File: src/rtl/buzzer_event_monitor_if.sv
// Event stream from the buzzer monitor's FIFO head to a host or logger.
// Valid/ready handshake: the head is consumed when evt_valid & evt_ready.
interface buzzer_event_monitor_if;
  logic       evt_valid;
  logic       evt_ready;
  logic [2:0] evt_chan;
  logic       evt_start;

  modport master (output evt_valid, evt_chan, evt_start, input evt_ready);
  modport slave  (input evt_valid, evt_chan, evt_start, output evt_ready);
endinterface

File: src/rtl/buzzer_event_monitor.sv
// Watches the buzzer lines, decides per-channel activity once per window, and queues
// start/stop events for channels whose activity changed, scanned in ascending order.
module buzzer_event_monitor #(
  parameter int NCH       = 8,
  parameter int WIN       = 16,
  parameter int MIN_EDGES = 2,
  parameter int DEPTH     = 4
) (
  input  logic                   clk,
  input  logic                   rst,
  input  logic [NCH-1:0]         buzz_in,
  buzzer_event_monitor_if.master evt,
  output logic [NCH-1:0]         active_mask,
  output logic                   overflow,
  input  logic                   clr_ovf
);
  localparam int WW = $clog2(WIN);
  localparam int EW = $clog2(MIN_EDGES + 1);
  localparam int AW = $clog2(DEPTH);

  typedef enum logic {S_IDLE, S_SCAN} state_e;

  logic [NCH-1:0] sync1_q, sync_q, sync_prev_q, rise, new_mask;
  logic [NCH-1:0] active_mask_q, diff_q;
  logic [WW-1:0]  win_cnt_q;
  logic           win_start, win_end;

  assign rise      = sync_q & ~sync_prev_q;
  assign win_start = (win_cnt_q == '0);
  assign win_end   = (win_cnt_q == WW'(WIN - 1));

  always_ff @(posedge clk or posedge rst) begin
    if (rst) begin
      sync1_q     <= '0;
      sync_q      <= '0;
      sync_prev_q <= '0;
      win_cnt_q   <= '0;
    end else begin
      sync1_q     <= buzz_in;
      sync_q      <= sync1_q;
      sync_prev_q <= sync_q;
      win_cnt_q   <= win_end ? '0 : win_cnt_q + 1'b1;
    end
  end

  // The current cycle's sample is folded in before judging, so the verdict at
  // window end covers all WIN samples of the window.
  for (genvar gi = 0; gi < NCH; gi++) begin : g_ch
    logic [EW-1:0] edges_q, edges_d, base_edges;
    logic          saw_low_q, saw_low_d, base_low;

    always_comb begin
      base_edges = win_start ? '0 : edges_q;
      base_low   = win_start ? 1'b0 : saw_low_q;
      edges_d    = base_edges;
      if (rise[gi] && (base_edges < EW'(MIN_EDGES))) begin
        edges_d = base_edges + 1'b1;
      end
      saw_low_d  = base_low | ~sync_q[gi];
    end

    assign new_mask[gi] = (edges_d >= EW'(MIN_EDGES)) || !saw_low_d;

    always_ff @(posedge clk or posedge rst) begin
      if (rst) begin
        edges_q   <= '0;
        saw_low_q <= 1'b0;
      end else begin
        edges_q   <= edges_d;
        saw_low_q <= saw_low_d;
      end
    end
  end

  always_ff @(posedge clk or posedge rst) begin
    if (rst) begin
      active_mask_q <= '0;
      diff_q        <= '0;
    end else if (win_end) begin
      active_mask_q <= new_mask;
      diff_q        <= active_mask_q ^ new_mask;
    end
  end

  assign active_mask = active_mask_q;

  state_e     state_q, state_d;
  logic [2:0] idx_q, idx_d;
  logic       push;

  always_comb begin
    state_d = state_q;
    idx_d   = idx_q;
    push    = 1'b0;
    case (state_q)
      S_IDLE: begin
        if (win_end && ((active_mask_q ^ new_mask) != '0)) begin
          state_d = S_SCAN;
          idx_d   = '0;
        end
      end
      S_SCAN: begin
        push  = diff_q[idx_q];
        idx_d = idx_q + 3'd1;
        if (idx_q == 3'(NCH - 1)) begin
          state_d = S_IDLE;
        end
      end
      default: state_d = S_IDLE;
    endcase
  end

  always_ff @(posedge clk or posedge rst) begin
    if (rst) begin
      state_q <= S_IDLE;
      idx_q   <= '0;
    end else begin
      state_q <= state_d;
      idx_q   <= idx_d;
    end
  end

  logic [2:0]    chan_mem_q  [DEPTH];
  logic          start_mem_q [DEPTH];
  logic [AW-1:0] wr_ptr_q, rd_ptr_q;
  logic [AW:0]   count_q;
  logic          pop, push_ok, drop;

  // A full FIFO still takes a push when the head leaves in the same cycle.
  assign pop     = (count_q != '0) && evt.evt_ready;
  assign push_ok = push && ((count_q < (AW+1)'(DEPTH)) || pop);
  assign drop    = push && !push_ok;

  always_ff @(posedge clk or posedge rst) begin
    if (rst) begin
      for (int i = 0; i < DEPTH; i++) begin
        chan_mem_q[i]  <= '0;
        start_mem_q[i] <= 1'b0;
      end
      wr_ptr_q <= '0;
      rd_ptr_q <= '0;
      count_q  <= '0;
      overflow <= 1'b0;
    end else begin
      if (push_ok) begin
        chan_mem_q[wr_ptr_q]  <= idx_q;
        start_mem_q[wr_ptr_q] <= active_mask_q[idx_q];
        wr_ptr_q              <= wr_ptr_q + 1'b1;
      end
      if (pop) begin
        rd_ptr_q <= rd_ptr_q + 1'b1;
      end
      case ({push_ok, pop})
        2'b10:   count_q <= count_q + 1'b1;
        2'b01:   count_q <= count_q - 1'b1;
        default: count_q <= count_q;
      endcase
      if (drop) begin
        overflow <= 1'b1;
      end else if (clr_ovf) begin
        overflow <= 1'b0;
      end
    end
  end

  assign evt.evt_valid = (count_q != '0);
  assign evt.evt_chan  = chan_mem_q[rd_ptr_q];
  assign evt.evt_start = start_mem_q[rd_ptr_q];
endmodule
File: src/flat_wrapper.sv
// flat-port wrapper written by rule: the top's interface ports become plain ports
module buzzer_event_monitor_flat 
#(
  parameter int NCH       = 8,
  parameter int WIN       = 16,
  parameter int MIN_EDGES = 2,
  parameter int DEPTH     = 4
)
  (clk, rst, buzz_in, active_mask, overflow, clr_ovf, evt_evt_valid, evt_evt_chan, evt_evt_start, evt_evt_ready);
  buzzer_event_monitor_if evt_i ();
  input  logic clk;
  input  logic rst;
  input  logic [NCH-1:0] buzz_in;
  output logic [NCH-1:0] active_mask;
  output logic overflow;
  input  logic clr_ovf;
  output wire logic [$bits(evt_i.evt_valid)-1:0] evt_evt_valid;
  output wire logic [$bits(evt_i.evt_chan)-1:0] evt_evt_chan;
  output wire logic [$bits(evt_i.evt_start)-1:0] evt_evt_start;
  input wire logic [$bits(evt_i.evt_ready)-1:0] evt_evt_ready;
  assign evt_evt_valid = evt_i.evt_valid;
  assign evt_evt_chan = evt_i.evt_chan;
  assign evt_evt_start = evt_i.evt_start;
  assign evt_i.evt_ready = evt_evt_ready;
  buzzer_event_monitor #(.NCH(NCH), .WIN(WIN), .MIN_EDGES(MIN_EDGES), .DEPTH(DEPTH)) u_core (.clk(clk), .rst(rst), .buzz_in(buzz_in), .evt(evt_i), .active_mask(active_mask), .overflow(overflow), .clr_ovf(clr_ovf));
endmodule
File: config.mk
export PLATFORM = sky130hd
export DESIGN_NAME = buzzer_event_monitor_flat
export DESIGN_NICKNAME = d
export VERILOG_FILES = /design/src/rtl/buzzer_event_monitor_if.sv /design/src/rtl/buzzer_event_monitor.sv /design/src/flat_wrapper.sv
export SDC_FILE = /design/constraint.sdc
export NUM_CORES = 1
export LEC_CHECK = 0
export BUFFER_PORTS_ARGS = -buffer_cell sky130_fd_sc_hd__buf_4
export CORE_MARGIN = 5
export CORE_UTILIZATION = 65
export DETAILED_ROUTE_END_ITERATION = 12
export PLACE_DENSITY = 0.82
export SYNTH_ARGS = -nofsm -noshare
export SYNTH_HDL_FRONTEND = slang
export SYNTH_SLANG_ARGS = --single-unit
File: constraint.sdc
create_clock -name clk -period 7.6 [get_ports clk]
set_clock_uncertainty 0.2 [all_clocks]
set_input_delay 1.14 -clock clk [delete_from_list [all_inputs] [get_ports clk]]
set_output_delay 1.14 -clock clk [all_outputs]
set_load 0.01 [all_outputs]
== After elaboration in Yosys (flattened, before gate mapping) ==
Cells that the tools add are included.

* Flip-flop bits (word level): 96

* Magnitude comparators: 21
* Mux-type cells: 50
* Reduce and logical (&&, ||, !) cells: 36
* $add $sub $neg: 14
* Bitwise operators: 22
* Equality and inequality tests: 5

{| class="wikitable"
|+ Operators with widths
! operator !! number
|-
| 2-bit two-way mux || 16
|-
| 2-bit by 1-bit adder with 2-bit output (second input constant) || 10
|-
| 1-bit two-way mux || 18
|-
| 2-bit >= comparator (second input constant) || 8
|-
| 2-bit < comparator (second input constant) || 8
|-
| 1-bit logical AND || 13
|-
| 12-bit bitwise mux || 1
|-
| 3-bit two-way mux || 4
|-
| 3-bit one-hot mux with 2 select lines || 2
|-
| 1-bit logical NOT || 9
|-
| 1-bit logical OR || 9
|-
| 1-bit NOT || 9
|-
| 8-bit AND || 1
|-
| 8-bit NOT || 1
|-
| 1-bit bitwise OR || 8
|-
| 8-bit nonzero test || 1
|-
| 8-bit bitwise XOR || 1
|-
| 3-bit by 1-bit adder with 3-bit output (second input constant) || 2
|-
| 1-bit binary-select mux with 3-bit select || 2
|-
| 3-bit binary-select mux with 2-bit select || 1
|-
| 3-bit demux with 2-bit select || 1
|-
| 3-bit >= comparator (second input constant) || 2
|-
| 2-bit NOT with 3-bit output || 2
|-
| 4-bit by 1-bit adder with 4-bit output (second input constant) || 1
|-
| 17 further kinds || 18
|}

== Logic depth before layout (Yosys ltp) ==
* Depth in word-level cells: 12
* Depth in mapped cells: 12
* Gate-level depth less buffers: 11

== Worst setup path before layout ==
No wires, ideal clock.

* Path type: reg2reg
* Start point: register u_core.idx_q[0]
* End point: register u_core.count_q[2]
* Slack: 4.873 ns
* Clock period less this slack: 2.727 ns
* Data arrival time: 2.447 ns
* Stages on the path, launching flop included: 13
* Cell sequence: dfrtp_1 -> buf_2 -> mux4_2 -> mux2_2 -> nand2_1 -> a21oi_2 -> inv_1 -> ha_1 -> inv_1 -> fa_1 -> xor2_1 -> nor2_1 -> xnor2_1

* Cells in the longest elaborated chain, start to end: 6

{| class="wikitable"
|+ RTL lines
! element !! line !! text
|-
| start: declaration || buzzer_event_monitor.sv:88 || <nowiki>logic [2:0] idx_q, idx_d;</nowiki>
|-
| start signal: assignment || buzzer_event_monitor.sv:119 || <nowiki>idx_q <= idx_d;</nowiki>
|-
| 1-bit binary-select mux with 3-bit select * || buzzer_event_monitor.sv:103 || <nowiki>push = diff_q[idx_q];</nowiki>
|-
| 1-bit two-way mux (not written as such) * || buzzer_event_monitor.sv:103 ||
|-
| 1-bit two-way mux * || buzzer_event_monitor.sv:95 || <nowiki>case (state_q)</nowiki>
|-
| 1-bit logical AND * || buzzer_event_monitor.sv:131 || <nowiki>assign push_ok = push && ((count_q < (AW+1)'(DEPTH)) || pop);</nowiki>
|-
| 2-bit by 1-bit == test with 1-bit output / 2-bit == test (equally long branches) || buzzer_event_monitor.sv:153 || <nowiki>case ({push_ok, pop})</nowiki>
|-
| 3-bit one-hot mux with 2 select lines / 2-bit nonzero test (equally long branches) || -- ||
|-
| end signal: assignment || buzzer_event_monitor.sv:154 || <nowiki>2'b10: count_q <= count_q + 1'b1;</nowiki>
|-
| end signal: assignment || buzzer_event_monitor.sv:155 || <nowiki>2'b01: count_q <= count_q - 1'b1;</nowiki>
|-
| end signal: assignment || buzzer_event_monitor.sv:156 || <nowiki>default: count_q <= count_q;</nowiki>
|-
| end: declaration || buzzer_event_monitor.sv:126 || <nowiki>logic [AW:0] count_q;</nowiki>
|}

Every way passes the cells marked *; elsewhere a longest branch is shown, timed or not. The select of a mux whose other input is x is not followed.
A chain may end at the register's enable or synchronous reset.

== Final worst setup path ==
* Start point: register u_core.win_cnt_q[0]
* End point: register u_core.state_q

* Cells in the longest elaborated chain, start to end: 12

{| class="wikitable"
|+ RTL lines
! element !! line !! text
|-
| start: declaration || buzzer_event_monitor.sv:25 || <nowiki>logic [WW-1:0] win_cnt_q;</nowiki>
|-
| start signal: assignment || buzzer_event_monitor.sv:42 || <nowiki>win_cnt_q <= win_end ? '0 : win_cnt_q + 1'b1;</nowiki>
|-
| 4-bit logical NOT || buzzer_event_monitor.sv:29 || <nowiki>assign win_start = (win_cnt_q == '0);</nowiki>
|-
| 2-bit two-way mux || buzzer_event_monitor.sv:53 || <nowiki>base_edges = win_start ? '0 : edges_q;</nowiki>
|-
| 2-bit < comparator || buzzer_event_monitor.sv:56 || <nowiki>if (rise[gi] && (base_edges < EW'(MIN_EDGES))) begin</nowiki>
|-
| 1-bit logical AND || buzzer_event_monitor.sv:56 ||
|-
| 2-bit two-way mux || buzzer_event_monitor.sv:56 ||
|-
| 2-bit >= comparator || buzzer_event_monitor.sv:62 || <nowiki>assign new_mask[gi] = (edges_d >= EW'(MIN_EDGES)) || !saw_low_d;</nowiki>
|-
| 1-bit logical OR || buzzer_event_monitor.sv:62 ||
|-
| 8-bit bitwise XOR || buzzer_event_monitor.sv:97 || <nowiki>if (win_end && ((active_mask_q ^ new_mask) != '0)) begin</nowiki>
|-
| 8-bit nonzero test || buzzer_event_monitor.sv:97 ||
|-
| 1-bit logical AND * || buzzer_event_monitor.sv:97 ||
|-
| 1-bit two-way mux * || buzzer_event_monitor.sv:97 ||
|-
| 1-bit one-hot mux with 2 select lines * || buzzer_event_monitor.sv:95 ||
|-
| named net u_core.state_d || buzzer_event_monitor.sv:87 || <nowiki>state_e state_q, state_d;</nowiki>
|-
| end signal: assignment || buzzer_event_monitor.sv:118 || <nowiki>state_q <= state_d;</nowiki>
|-
| end: declaration || buzzer_event_monitor.sv:87 ||
|}

The timed path passes the listed nets; every way through them passes the cells marked *.

==> flow_metrics.env <==
export IMPL_layout_worst_path_cycle_share_pct=42.74
export IMPL_netlist_area_leader_share_pct=57.28
export IMPL_clock_fmax_mhz=307.9
export IMPL_utilization_of_the_core_after_routing_pct=73.25
export IMPL_ys_seq_elements=96
export IMPL_share_clk_of_total_power_pct=21.8
export IMPL_nets=406
export IMPL_seq_power_share_pct=47.9
export IMPL_hold_viol_final=0
export IMPL_critPathRequiredTime_ps=7640
export IMPL_drc=0
export IMPL_yosysMostFrequentCell="dfrtp_1"
export IMPL_insertion_delay_ps=350
export IMPL_core_area_mm2=0.006314
export IMPL_sequential_cell_area_mm2=0.002402
export IMPL_worst_ir_drop_vdd_v=0.0002793
export IMPL_syn2layout_area_growth_pct=10.26
export IMPL_period_minus_slack_ps=3248
export IMPL_drt_first_iter_violations=100
export IMPL_vias=2790
export IMPL_clock_tree_buffer_depth=2
export IMPL_setup_tns_final_ps=0
export IMPL_cts_htree_levels=3
export IMPL_maximum_number_of_pins_on_one_net_before_global_route_repair=59
export IMPL_clock_tree_from_tritoncts="built"
export IMPL_cells_resized_by_post_cts_repair=0
export IMPL_multi_input_area_mm2=0.001624
export IMPL_tightestPinTransition_ps=1204
export IMPL_rsz0062_at_grt="false"
export IMPL_worst_setup_path_type="flop to flop"
export IMPL_floorplan_die_area_mm2=0.008159
export IMPL_critical_path_max_stage_delay_ps=980
export IMPL_critical_path_cell_chain="inv_1 -> ha_1 -> or3b_1 -> a31o_2 -> a211oi_1 -> nor4_2 -> a41oi_2 -> mux2_2"
export IMPL_switching_share_of_power_pct=31.23
export IMPL_final_fill_count=457
export IMPL_wl_per_cell_um=16.29
export IMPL_aggregate_routed_wire_length_mm=7.591
export IMPL_static_leakage_power_nw=2.145
export IMPL_post_cts_setup_buffers=0
export IMPL_post_route_cells_drive_above_1_share_pct=21.08
export IMPL_run_status="finished clean"
export IMPL_total_switching_power_uw=483.9
export IMPL_antenna_cells_inserted=0
export IMPL_floorplan_initialDensity_pct=66.43
export IMPL_power_per_cell_area_mw_per_mm2=335.1
export IMPL_hold_buffers=0
export IMPL_grt_pass1_wl_mm=12.96
export IMPL_synth_top_cells_by_count="dfrtp_1 (96), nand2_1 (45), inv_1 (26)"
export IMPL_clkSinkCount=96
export IMPL_synth_top_cells_by_area="dfrtp_1 (57%), mux2_2 (6.2%), mux4_2 (4.3%), nand2_1 (4.0%), a21oi_1 (2.7%)"
export IMPL_cpLargestDelayFamily="simple AND/OR/NAND/NOR gates"
export IMPL_die_x_um=90.33
export IMPL_grt_pass1_vias=2795
export IMPL_min_path_type="flop to flop"
export IMPL_yosys_area_top_type="dfrtp_1"
export IMPL_dr_pass1_iters=5
export IMPL_setup_violations=0
export IMPL_worst_max_slew_margin_expressed_relative_to_the_limit_pct=19.72
export IMPL_placement_rows=29
export IMPL_synthCells=361
export IMPL_clk_pin_slew_ps=90
export IMPL_synth_enable_flop_cells=0
export IMPL_cts_root_buf="clkbuf_8"
export IMPL_cts_inserted_buffers=9
export IMPL_groute_usage_overall_pct=19.56
export IMPL_synth_seq_area_share_pct=57.28
export IMPL_timing_critical_path_to_type="flop"
export IMPL_comb_power_share_pct=30.4
export IMPL_fin_worst_hold_slack_ps=152.8
export IMPL_viasPerCell=5.987
export IMPL_finalWorstSetupSlack_ps=4352
export IMPL_synth_ff_type="dfrtp_1"
export IMPL_fp_dieH_um=90.33
export IMPL_synth_fp_nets=383
export IMPL_ys_async_sr_fraction_pct=100.0
export IMPL_detailedPlacementHpwl_mm=5.311
export IMPL_synthDistinctLibCells=37
export IMPL_critPathLaunchType="flop"
export IMPL_p_int_mw=1.066
export IMPL_finalPower_mw=1.550
export IMPL_timing_critical_path_slowest_stage_cell="or3b_1"
export IMPL_drv_max_cap_violation_count=0
export IMPL_synth_area_mm2=0.004194
export IMPL_grt_antenna_before_repair=0
export IMPL_finalWeightedCongestion=0.7795
export IMPL_preCtsSetupSlack_ps=4381
export IMPL_slew_viol_final=0
export IMPL_cp_arrival_ps=3290
export IMPL_port_buffers=25
export IMPL_ioPinCount=26
export IMPL_cp_buffers_inverters=1
export IMPL_grt_overflow_total=0
export IMPL_crit_fanout=40
export IMPL_detail_route_antenna_nets=0
export IMPL_ys_warn_count=0
export IMPL_synth_avg_cell_area_um2=11.62
-- state kept, by name, indices dropped and copies added, names as in the netlist --
register and cells:
u_core.diff_q 8, u_core.chan_mem_q 12, u_core.state_q 1, u_core.idx_q 3
u_core.win_cnt_q 4, u_core.start_mem_q 4, u_core.rd_ptr_q 2, u_core.g_ch.saw_low_q 8
u_core.sync1_q 8, u_core.wr_ptr_q 2, u_core.g_ch.edges_q 16, u_core.count_q 3
u_core.active_mask 8, u_core.sync_prev_q 8, u_core.overflow 1, u_core.sync_q 8
-- metrics by stage --
| step | area (um^2) | std cells |
|---|---|---|
| 2_1_floorplan | 4194 | 361 |
| 3_3_place_gp | 4418 | 450 |
| 3_5_place_dp | 4418 | 450 |
| 4_1_cts | 4624 | 466 |
| 5_1_grt | 4624 | 466 |
| 6_report | 4624 | 466 |
-- power by group through the flow --
stage / Combinational (mW) / Clock [mW] / Sequential [mW]
after global routing: 0.524 / 0.366 / 0.760
after global placement: 0.458 / 0 / 0.743
after CTS: 0.479 / 0.343 / 0.742
final: 0.471 / 0.337 / 0.742
after floorplan: 0.367 / 0 / 0.708
after detailed placement: 0.477 / 0 / 0.751
-- cell type report --
class	count	area share (%)
Sequential cell	96	51.95
Timing Repair Buffer	26	4.221
Tap cell	77	2.083
Inverter	26	2.164
Clock inverter	5	1.190
Multi-Input combinational cell	225	35.12
Clock buffer	11	3.274
-- metal layers --
| layer | part of all wire, % | GRT usage (%) | routed length [um] | vias up |
|---|---|---|---|---|
| met5 | 0 | 0 | 0 | - |
| met4 | 1.8 | 7.444 | 139 | 0 |
| met3 | 3.5 | 3.667 | 267 | 12 |
| met2 | 52 | 33.23 | 3931 | 48 |
| met1 | 43 | 24.96 | 3252 | 1418 |
| li1 | - | - | - | 1312 |
-- cells in the final DEF, fill, tap and decap left out, types with 2 or more instances in the layout --
cell / n
a211o_1: 2
a211oi_1: 4
a21oi_1: 23
a31o_2: 4
a31oi_1: 10
and3_1: 4
and3b_1: 2
buf_4: 26
clkbuf_8: 11
clkinv_2: 2
clkinvlp_4: 2
dfrtp_1: 96
ha_1: 9
inv_1: 25
mux2_2: 23
mux4_2: 8
nand2_1: 45
nand2b_1: 8
nand3_1: 2
nand3b_1: 2
nor2_1: 21
nor4bb_1: 2
o211ai_1: 6
o21a_1: 2
o21ai_0: 21
o311ai_0: 8
xnor2_1: 4
xor2_1: 5
-- final timing paths --
path	startpoint	to	slack [ps]	cells past startpoint
worst min-delay path	u_core.sync1_q[6]	u_core.sync_q[6]	150	0
min in group asynchronous	rst	u_core.sync1_q[5]	600	2
worst max register to register	u_core.win_cnt_q[0]	u_core.state_q	4350	8
worst min register to register	u_core.sync1_q[6]	u_core.sync_q[6]	150	0
max in group asynchronous	rst	u_core.g_ch[7].edges_q[0]	5520	3
worst max-delay path	u_core.win_cnt_q[0]	u_core.state_q	4350	8
-- cells by family after synthesis --
kind of cell / count (synthesis) / share of synthesized area, %
AOI/OAI and AO/OA: 84 / 12.83
xor gates and xnor gates: 9 / 1.879
adders and majority gates: 10 / 3.162
buffers and inverters: 40 / 3.998
DFF: 96 / 57.28
muxes: 32 / 10.71
and+or+nand+nor: 90 / 10.14
Power figures use the tool's default switching activity.
